===== src/rtl/ysyx_24100006_xbar_rd.sv =====
// Read-channel crossbar: one upstream load/store master fanned out to the CLINT timer
// slave or the memory/SoC slave, decoded from the latched request address.
module ysyx_24100006_xbar_rd #(
    parameter logic [31:0] CLINT_BASE = 32'h0200_0000,
    parameter logic [31:0] CLINT_MASK = 32'hFFFF_0000
) (
    input  logic        clk,
    input  logic        reset,

    input  logic [31:0] m_araddr,
    input  logic        m_arvalid,
    output logic        m_arready,
    output logic [31:0] m_rdata,
    output logic [1:0]  m_rresp,
    output logic        m_rlast,
    output logic        m_rvalid,
    input  logic        m_rready,

    output logic [31:0] c_araddr,
    output logic        c_arvalid,
    input  logic        c_arready,
    input  logic [31:0] c_rdata,
    input  logic [1:0]  c_rresp,
    input  logic        c_rlast,
    input  logic        c_rvalid,
    output logic        c_rready,

    output logic [31:0] s_araddr,
    output logic        s_arvalid,
    input  logic        s_arready,
    input  logic [31:0] s_rdata,
    input  logic [1:0]  s_rresp,
    input  logic        s_rlast,
    input  logic        s_rvalid,
    output logic        s_rready
);

    typedef enum logic [1:0] {
        IDLE = 2'd0,
        ADDR = 2'd1,
        DATA = 2'd2
    } state_e;

    state_e      state_q, state_d;
    logic [31:0] addr_q, addr_d;
    logic        sel_q, sel_d;   // 1: CLINT slave, 0: memory slave

    logic        clint_hit;
    logic        sel_arready;
    logic        sel_rvalid;

    assign clint_hit   = (m_araddr & CLINT_MASK) == (CLINT_BASE & CLINT_MASK);
    assign sel_arready = sel_q ? c_arready : s_arready;
    assign sel_rvalid  = sel_q ? c_rvalid  : s_rvalid;

    // Both slaves see the latched address permanently; only arvalid is steered.
    assign c_araddr = addr_q;
    assign s_araddr = addr_q;

    // NOTE: state registers use non-blocking assignments so every flop samples
    // the pre-edge values of its peers, independent of statement order.
    always_ff @(posedge clk or negedge reset) begin
        if (!reset) begin
            state_q <= IDLE;
            addr_q  <= 32'h0;
            sel_q   <= 1'b0;
        end else begin
            state_q <= state_d;
            addr_q  <= addr_d;
            sel_q   <= sel_d;
        end
    end

    // NOTE: every comb output gets a default before the case so no path leaves
    // it unassigned, which would otherwise infer a latch.
    always_comb begin
        state_d = state_q;
        addr_d  = addr_q;
        sel_d   = sel_q;
        unique case (state_q)
            IDLE: begin
                if (m_arvalid) begin
                    addr_d  = m_araddr;
                    sel_d   = clint_hit;
                    state_d = ADDR;
                end
            end
            ADDR: begin
                if (sel_arready) state_d = DATA;
            end
            DATA: begin
                if (sel_rvalid && m_rready) state_d = IDLE;
            end
            default: state_d = IDLE;
        endcase
    end

    always_comb begin
        m_arready = 1'b0;
        m_rvalid  = 1'b0;
        m_rdata   = 32'h0;
        m_rresp   = 2'b00;
        m_rlast   = 1'b0;
        c_arvalid = 1'b0;
        s_arvalid = 1'b0;
        c_rready  = 1'b0;
        s_rready  = 1'b0;
        unique case (state_q)
            IDLE: m_arready = 1'b1;
            ADDR: begin
                c_arvalid = sel_q;
                s_arvalid = !sel_q;
            end
            DATA: begin
                // Response is a pure combinational pass-through of the selected slave.
                if (sel_q) begin
                    c_rready = m_rready;
                    m_rvalid = c_rvalid;
                    m_rdata  = c_rdata;
                    m_rresp  = c_rresp;
                    m_rlast  = c_rlast;
                end else begin
                    s_rready = m_rready;
                    m_rvalid = s_rvalid;
                    m_rdata  = s_rdata;
                    m_rresp  = s_rresp;
                    m_rlast  = s_rlast;
                end
            end
            default: ;
        endcase
    end

endmodule


===== config.mk =====
export PLATFORM = sky130hd
export DESIGN_NAME = ysyx_24100006_xbar_rd
export DESIGN_NICKNAME = d
export VERILOG_FILES = /design/src/rtl/ysyx_24100006_xbar_rd.sv
export SDC_FILE = /design/constraint.sdc
export NUM_CORES = 1
export LEC_CHECK = 0
export CAP_MARGIN = 20
export CORE_UTILIZATION = 35
export CTS_CLUSTER_SIZE = 25
export DETAILED_ROUTE_END_ITERATION = 10
export DONT_BUFFER_PORTS = 1
export PLACE_DENSITY_LB_ADDON = 0.12
export SYNTH_ARGS = -nofsm -noshare
export SYNTH_HDL_FRONTEND = slang
export SYNTH_SLANG_ARGS = --single-unit
export TNS_END_PERCENT = 100

===== constraint.sdc =====
create_clock -name clk -period 1.5 [get_ports clk]
set_input_delay 0.075 -clock clk [delete_from_list [all_inputs] [get_ports clk]]
set_output_delay 0.075 -clock clk [all_outputs]
set_load 0.01 [all_outputs]

==> impl_results.md, run 1 <==
- Register Area: about 880 µm²
- R2r setup slk: 0.10 ns
- CP arrival: approximately 1.4 ns
- Die ar.: 6980 µm²
- Bufs on Longest Clock Path: 2
- Rel. slew slack: between 70% and 80%
- GRT Util Overall: 16.3%
- Syn_area_per_cell: ~11 µm²
- Io pins: 215
- Syn nets: 315
- Average routed wire per standard cell: 18.3 µm
- Setup violators final: 0
- Max Slew Vio Count: 0
- Die width: about 84 µm
- Final Cell Area: ~3000 µm²
- Root buffer cell: clkbuf_8
- Slowest CP cell: dfrtp_1
- Sequential-to-total area share from yosys stat: between 30% and 40%
- Tightest Hold Check Type: input pin to flop
- Drt drc: 0
- Leading area contributor after synthesis: dfrtp_1
- DP Area: 2460 µm²
- Worst path bufs/invs: 2
- Peak VDD IR: roughly 0.0010 V
- Crit path kind: flop to output pin
- Drt initial violations: 29
- Startpoint types: flop
- TritonCTS clock tree: built
- Overall Power: 5.43 mW
- Total congestion overflow: 0
- Setup WS pre-CTS: 0.104 ns
- Crit Path Max Fanout: 39
- DRT met1 WL: 2050 µm
- Status: completed
- Final Routed Wirelength: between 5000 and 6000 µm
- Via count: around 1700
- CP endpoint kind: output pin
- # fillers: 562
- Final Net Count: 358
- Port Buffers: 0
- Drt pass-1 iters: 3
- H-tree Lvls: 2
- Post-Synthesis Cells: ~210
- Top cell type's share of synthesized area: 37.6%
- Clock Latency Late Sink: between 0.2 and 0.3 ns
- Largest net degree at the start of global routing: 40
- Final worst slack: ~0.079 ns
- DR WL met2: between 3000 and 4000 µm
- Worst path cell trace: nand2b_1 -> buf_12 -> nor2_1 -> buf_4
- Number of synthesized register bits: 35
- Synth-to-Final Area Change: 28.3%
- Placeable Area: around 6400 µm²
- Area contributors post-synth: dfrtp_1 (38%), mux2_4 (19%), mux2i_1 (17%)
- First-pass GRT wire length: 9160 µm
- CTS Buf Count: 5
- Delay-heaviest family, CP: flip-flops
- Pleak: 1.28 nW
- Vias in the first global route: between 1500 and 2000
- Max incr delay on CP: 0.41 ns
- Commonest non-fill, non-tap cell in the layout: buf_4
- DP Wirelength: about 4500 µm
- Final hold violations: 0
- ANT nets after route: 0
- Inserted Diodes: 0
- WL met3: ~530 µm
- Unique masters post-synth: 21
- Num rows: 29
- Effective utilization at floorplan: 36.4%
- Clock slew at reported path FFs: 0.07 ns
- Uppermost layer routed: met4
- Routability cong.: ~0.87
- Fin crit period: ~1.4 ns
- Most frequent cells in the layout: buf_4 (41), mux2i_1 (39), nor2_1 (39), dfrtp_1 (34), dlygate4sd3_1 (34)
- Yosys Warn Count: 0
- Final worst-path cycle share: 94.8%
- Share of cells above drive strength 1: between 30% and 40%
- Die extent in y: 83.5 µm
- Max Cap Viol: 0
- Multi-input gate area: ~1100 µm²
- Fmax: between 0.7 and 0.8 GHz
- Routed vias/inst: 5.13
- CTS Sinks: 35
- Worst Skew: slightly above 0.006 ns
- Initial antenna violation count: 0
- Post-Syn Area: 2330 µm²
- Worst EP required: roughly 1.4 ns
- Pwr dens: 1820 nW/µm²
- Worst slew pin tran: 0.394 ns
==> what timing repair did <==
action                                  4_1_cts  5_1_grt
resized for setup                             0        2
endpoints found under the setup margin        4       18
setup buffers                                 1        1
hold buffers                                 35        0
pin swaps                                     0        0
hold endpoints to repair                     68        0
==> final timing paths <==
kind,start,endpoint,cells past startpoint
max,state_q[0]$_DFFE_PN0P_,m_rdata[16],4
min,s_arready,state_q[1]$_DFFE_PN0P_,2
max reg2reg,state_q[1]$_DFFE_PN0P_,c_araddr[6]$_DFFE_PN0P_,4
min reg2reg,state_q[1]$_DFFE_PN0P_,state_q[0]$_DFFE_PN0P_,1
max in group asynchronous,reset,sel_q$_DFFE_PN0P_,2
min in group asynchronous,reset,c_araddr[23]$_DFFE_PN0P_,2
==> sequential cells by signal, indices dropped and copies added (netlist names) <==
name	cells
sel_q	1
state_q	2
c_araddr	32
==> report_power, final <==
part / leakage [nW] / total [mW] / internal, mW / switching, mW
Combinational: 0.806 / 2.10 / 1.29 / 0.805
Sequential: 0.413 / 2.34 / 1.41 / 0.929
Clock: 0.0644 / 0.993 / 0.663 / 0.330
Total: 1.28 / 5.43 / 3.37 / 2.06
==> per-layer routing <==
metal | GRT usage (%) | up-vias
met5 | 0 | -
met4 | 4.93 | 0
met3 | 4.45 | 7
met2 | 33.1 | 120
met1 | 15.8 | 803
li1 | - | 742
==> cells by family after synthesis <==
| logic type | Yosys count | share of synthesized area, % |
|---|---|---|
| AOI/OAI and AO/OA | 2 | 0.538 |
| buffers and inverters | 47 | 15.5 |
| and+or+nand+nor | 50 | 9.41 |
| muxes | 71 | 36.9 |
| DFF | 35 | 37.6 |
==> synth_stat cells (all sizes together) <==
library cell	n
o21ai	1
nor2	40
nor4b	1
mux2	32
inv	2
clkbuf	3
nand4	1
o21bai	1
nor3	2
and2	1
or2b	1
nand2b	1
nor4	3
dfrtp	35
buf	42
mux2i	39
==> stage by stage <==
step / util (%) / instances / hold slack [ns] / TNS (ns)
CTS: 46.5 / 325 / 0.0485 / 0
finish: 46.8 / 326 / 0.0560 / 0
floorplan: - / 205 / -0.221 / 0
detailed placement: 38.6 / 281 / -0.220 / 0
global route: 46.8 / 326 / 0.0772 / -0.00127
global placement: 38.6 / 281 / -0.220 / 0
==> cell type report <==
| type | instances | share of cell area (%) |
|---|---|---|
| multi-input cells | 123 | 36.9 |
| clock inverters | 3 | 2.26 |
| clock buffers | 5 | 2.30 |
| well taps | 77 | 3.23 |
| flip-flops and latches | 35 | 29.4 |
| repair buffers | 81 | 25.7 |
| inverters | 2 | 0.251 |
Note: power is estimated with default switching activity, not from simulation.
==> run 2: changes to the inputs <==
==> constraint.sdc (replaced) <==
create_clock -name clk -period 1.5 [get_ports clk]
set_input_delay 0.075 -clock clk [delete_from_list [all_inputs] [get_ports clk]]
set_output_delay 0.075 -clock clk [all_outputs]
set_load 0.05 [all_outputs]
==> impl_results.md, run 2 (synthesized netlist as in run 1, its figures left out) <==
- CP startpoint: state_q[0]$_DFFE_PN0P_
- Failing checks: negative setup slack
- Tightest Hold Check Type: input pin to flop
- Most frequent cells in the layout: buf_4 (43), buf_6 (36), dfrtp_1 (34), dlygate4sd3_1 (34), mux2i_1 (33)
- Pwr dens: 2720 nW/µm²
- Pleak: 1.54 nW
- Slowest CP cell: dfrtp_1
- Max incr delay on CP: 0.39 ns
- Commonest non-fill, non-tap cell in the layout: buf_4
- Gate power share: 74.9%
- Fin crit period: between 1.5 and 2 ns
- Setup TNS: -0.0376 ns
- Largest net degree at the start of global routing: 40
- Int Pwr: 3.94 mW
- Drt pass-1 iters: 4
- R2r setup slk: 0.07 ns
- Rel. slew slack: approximately three quarters
- Fmax: around 0.66 GHz
- CP endpoint: m_rdata[0]
- Max Cap Viol: 0
- Share of cells above drive strength 1: a little under three fifths
- Die extent in y: approximately 84 µm
- Net Sw Frac: 59.7%
- Setup violators final: 4
- Bufs on Longest Clock Path: 2
- Die width: 83.5 µm
- Final Net Count: 400
- Drt initial violations: 39
- Setup WS pre-CTS: 0.108 ns
- Worst Skew: 0.00277 ns
- Worst EP required: 1.42 ns
- Crit Path Max Fanout: 39
- Vias in the first global route: 1969
- Routed vias/inst: a little under 5
- RR Startpoint: state_q[0]$_DFFE_PN0P_
- Overall Power: 9.77 mW
- Crit path kind: flop to output pin
- Final hold violations: 0
- Average routed wire per standard cell: 19.1 µm
- Worst hold slack: 0.0183 ns
- ANT nets after route: 0
- H-tree Lvls: 2
- Peak VDD IR: 0.00266 V
- DP Area: around 2800 µm²
- Final Util: 56.3%
- R2R Path End: c_araddr[6]$_DFFE_PN0P_
- Final Routed Wirelength: 7010 µm
- CP endpoint kind: output pin
- Num rows: 29
- Inserted Diodes: 0
- First-pass GRT wire length: ~10000 µm
- Startpoint types: flop
- Max Slew Vio Count: 0
- Root buffer cell: clkbuf_8
- Max reg flops: 32
- Effective utilization at floorplan: 36.4%
- CTS Buf Count: 5
- Initial antenna violation count: 0
- Non-Filler Instances: 368
- RSZ-0062 raised after global routing: yes
- Final Cell Area: ~3600 µm²
- Worst slew pin tran: 0.369 ns
- Flop pwr share: between 15 and 20%
- CP arrival: 1.44 ns
- Via count: between 1500 and 2000
- Port Buffers: 0
- Net Switching: 5.83 mW
- Total congestion overflow: 0
- DP Wirelength: ~4700 µm
- Placed Cells: ~320
- Final worst-path cycle share: 101%
- Clock slew at reported path FFs: 0.07 ns
- Placeable Area: 6390 µm²
- Die ar.: approximately 7000 µm²
- Clock Latency Late Sink: around 0.28 ns
- Final worst slack: -0.0189 ns
- Clk pwr share: 7.5%
- Reg2Reg Depth: 5
- Status: finished, violations left
- TritonCTS clock tree: built
- # fillers: 544
- Io pins: 215
- Routability cong.: 0.839
- Synth-to-Final Area Change: 54.6%
- GRT Util Overall: 18.4%
- Drt drc: 0
- CTS Sinks: 35
- Worst path cell trace: nand2b_2 -> buf_12 -> nor2_1 -> buf_6
==> run 2: cell count changes in the layout (fill, tap and decap cells not counted), sizes merged <==
cell / change
buf: +39
clkinvlp: -1
bufinv: -2
clkbuf: +6
==> run 2: worst min path at each step <==
stage	startpoint	end	slack, ns	depth (start not counted)
after floorplan	reset	c_araddr[0]$_DFFE_PN0P_	-0.22	0
after global placement	reset	c_araddr[8]$_DFFE_PN0P_	-0.22	0
after detailed placement	reset	c_araddr[8]$_DFFE_PN0P_	-0.22	0
after CTS	s_arready	state_q[1]$_DFFE_PN0P_	0.01	2
after global routing	s_arready	state_q[1]$_DFFE_PN0P_	0.02	2
final	m_araddr[23]	sel_q$_DFFE_PN0P_	0.02	3
==> run 2: final cells by class <==
class                           count  area (µm²)  share of cell area [%]
Clock buffer                        8         100                    2.78
Inverter                            2        7.51                   0.209
Multi-Input combinational cell    123        1220                    34.1
Sequential cell                    35         877                    24.4
Tap cell                           77        96.3                    2.68
Timing Repair Buffer              123        1290                    35.9
==> run 2: metal layers <==
metal | track usage, % | wire [µm] | up-vias
li1 | - | - | 825
met1 | 19.7 | 2480 | 852
met2 | 33.7 | 3790 | 127
met3 | 6.13 | 631 | 12
met4 | 6.47 | 108 | 0
met5 | 0 | 0 | -
==> run 2: power groups by stage <==
stage	Clock [mW]	Sequential (mW)	Combinational (mW)
finish	0.732	1.72	7.33
global route	0.817	1.78	7.54
CTS	0.764	1.71	7.19
detailed placement	0	1.73	6.95
global placement	0	1.71	6.91
floorplan	0	3.34	4.62
==> run 2: critical path: cells and delay by family (launching register included) <==
| kind | cells | cell delay [ns] |
|---|---|---|
| and+or+nand+nor | 2 | 0.38 |
| buffers and inverters | 2 | 0.37 |
| DFF | 1 | 0.39 |
==> run 2: repair_timing <==
| action | in CTS | in global routing |
|---|---|---|
| resized for setup | 21 | 32 |
| buffers inserted | 1 | 4 |
| setup endpoints to repair | 38 | 49 |
| pin swaps | 1 | 3 |
| hold buffers | 35 | 0 |
| endpoints found under the hold margin | 68 | 0 |
| cloned | 1 | 4 |
==> run 3: changes to the inputs <==
--- a/config.mk
+++ b/config.mk
@@ -10,7 +10,6 @@
 export CTS_CLUSTER_SIZE = 25
 export DETAILED_ROUTE_END_ITERATION = 10
 export DONT_BUFFER_PORTS = 1
-export PLACE_DENSITY_LB_ADDON = 0.12
 export SYNTH_ARGS = -nofsm -noshare
 export SYNTH_HDL_FRONTEND = slang
 export SYNTH_SLANG_ARGS = --single-unit
==> impl_results.md, run 3 (synthesized netlist as in run 1, its figures left out) <==
- Multi-input gate area: around 1200 µm²
- Total congestion overflow: 0
- Share of cells above drive strength 1: 56.2%
- Port Buffers: 0
- H-tree Lvls: 2
- CTS Sinks: 35
- Io pins: between 200 and 250
- TritonCTS clock tree: built
- Via count: 1818
- Max incr delay on CP: between 0.4 and 0.5 ns
- Final Net Count: 400
- Average routed wire per standard cell: ~18 µm
- Num rows: 29
- Routability cong.: 0.756
- Routed vias/inst: 4.95
- Slowest CP cell: dfrtp_2
- Worst Skew: slightly below 0.007 ns
- Root buffer cell: clkbuf_8
- Crit path kind: flop to output pin
- Setup violators final: 1
- ANT nets after route: 0
- R2R Path End: c_araddr[5]$_DFFE_PN0P_
- Startpoint types: flop
- Status: finished, violations left
- Clock Latency Late Sink: 0.28 ns
- RR Startpoint: state_q[0]$_DFFE_PN0P_
- First-pass GRT wire length: approximately 9600 µm
- R2r setup slk: 0.06 ns
- Crit Path Max Fanout: 10
- Synth-to-Final Area Change: 49.9%
- Drt initial violations: 56
- Setup TNS: -0.00293 ns
- Clk pwr share: 8.0%
- RSZ-0062 raised after global routing: yes
- Final worst slack: -0.00293 ns
- Int Pwr: 4.08 mW
- Rel. slew slack: slightly below 80%
- Die ar.: around 7000 µm²
- Inserted Diodes: 0
- Initial antenna violation count: 0
- Max reg flops: 32
- Peak VDD IR: 0.00257 V
- Worst EP required: 1.42 ns
- Fin crit period: 1.50 ns
- Net Switching: 5.89 mW
- Gate power share: 74.4%
- Most frequent cells in the layout: buf_4 (60), dlygate4sd3_1 (34), mux2i_1 (33), dfrtp_1 (33), mux2_4 (29)
- Pwr dens: 2860 nW/µm²
- Fmax: ~0.67 GHz
- Delay-heaviest family, CP: flip-flops
- Pleak: roughly 1.5 nW
- Worst path bufs/invs: 2
- Hold Path Stages: 3
- Vias in the first global route: about 1900
- Die width: between 80 and 90 µm
- Flop pwr share: between 10% and 20%
- Final hold violations: 0
- Non-Filler Instances: 367
- Drt pass-1 iters: 4
- Max Slew Vio Count: 0
- Tightest Hold Check Type: input pin to flop
- Drt drc: 0
- Commonest non-fill, non-tap cell in the layout: buf_4
- Die extent in y: 83.5 µm
- Bufs on Longest Clock Path: 2
- Final Routed Wirelength: 6700 µm
- Net Sw Frac: 59.1%
- DP Wirelength: 4370 µm
- WHS Endpoint: sel_q$_DFFE_PN0P_
- Max Cap Viol: 0
- Placed Cells: 320
- Placeable Area: 6390 µm²
- Final worst-path cycle share: 100%
- CTS Buf Count: 5
- Effective utilization at floorplan: 36.4%
- Largest net degree at the start of global routing: 36
- Reg2Reg Depth: 5
- # fillers: 551
- Failing checks: negative setup slack
- CP endpoint kind: output pin
- Register Area: 878 µm²
- GRT Util Overall: roughly 17%
- Worst path cell trace: buf_12 -> mux2i_2 -> nor2_1 -> buf_4
- Clock slew at reported path FFs: 0.06 ns
- CP arrival: 1.43 ns
- Worst slew pin tran: 0.310 ns
- Hold path startpoint: m_araddr[24]
==> run 3: changes by cell type in the layout (fill, tap and decap cells not counted), moves of 2 or more <==
| cell | previous run | this run |
|---|---|---|
| buf_6 | 36 | 21 |
| nor2_2 | 26 | 23 |
| nor2_1 | 12 | 16 |
| buf_4 | 43 | 60 |
| clkbuf_8 | 7 | 5 |
==> run 3: worst reg2reg max path, cell delays in order (launching register included) <==
cell and delay, ns:
dfrtp_1 0.40, buf_4 0.16, nor2_4 0.08, and2_4 0.18
buf_12 0.17, mux2_2 0.35
==> run 3: layout make-up <==
cell class,count,area share [%]
Tap cell,77,2.76
Timing Repair Buffer,123,34.5
Sequential cell,35,25.2
Clock inverter,1,0.861
Clock buffer,6,2.08
Inverter,2,0.215
Multi-Input combinational cell,123,34.4
==> run 3: worst max path at each step <==
| stage | startpoint | to | slack, ns | cells after the start |
|---|---|---|---|---|
| after global placement | state_q[1]$_DFFE_PN0P_ | c_araddr[7]$_DFFE_PN0P_ | 0.11 | 4 |
| after detailed placement | state_q[1]$_DFFE_PN0P_ | c_araddr[5]$_DFFE_PN0P_ | 0.08 | 4 |
| after global routing | sel_q$_DFFE_PN0P_ | m_rdata[22] | -0.06 | 4 |
| final | sel_q$_DFFE_PN0P_ | m_rvalid | -0.003 | 4 |
| after CTS | sel_q$_DFFE_PN0P_ | m_rdata[27] | -0.03 | 4 |
| after floorplan | state_q[0]$_DFFE_PN0P_ | m_rdata[22] | -0.17 | 4 |
==> run 3: per-layer routing <==
| layer | GRT usage, % | routed length [µm] | up-vias |
|---|---|---|---|
| met5 | 0 | 0 | - |
| met4 | 5.70 | 42 | 0 |
| met3 | 4.06 | 528 | 4 |
| met2 | 32.0 | 3590 | 117 |
| met1 | 19.4 | 2540 | 871 |
| li1 | - | - | 826 |
==> run 3: power groups by stage <==
stage	sequential (mW)	combinational [mW]	clock, mW
after floorplan	3.34	4.62	0
after global placement	1.73	6.98	0
after detailed placement	1.75	7.03	0
after CTS	1.72	7.19	0.819
after global routing	1.81	7.64	0.862
final	1.75	7.41	0.802
==> run 3: what timing repair did <==
item / 4_1_cts / 5_1_grt
endpoints found under the setup margin: 38 / 58
setup buffers: 1 / 1
hold buffers: 35 / 0
hold endpoints to repair: 68 / 0
cloned: 1 / 2
pin swaps: 1 / 1
gates resized for setup: 5 / 32
==> run 3: per-stage QoR <==
step | setup WS [ns] | util, % | cell area, µm² | hold slack [ns] | power [mW]
finish | -0.00293 | 54.6 | 3490 | 0.0251 | 9.97
global route | -0.0637 | 54.6 | 3490 | 0.0682 | 10.3
CTS | -0.0293 | 51.9 | 3310 | 0.0367 | 9.73
detailed placement | 0.0765 | 43.8 | 2800 | -0.220 | 8.78
global placement | 0.110 | 43.8 | 2800 | -0.220 | 8.71
floorplan | -0.169 | - | 2390 | -0.221 | 7.96
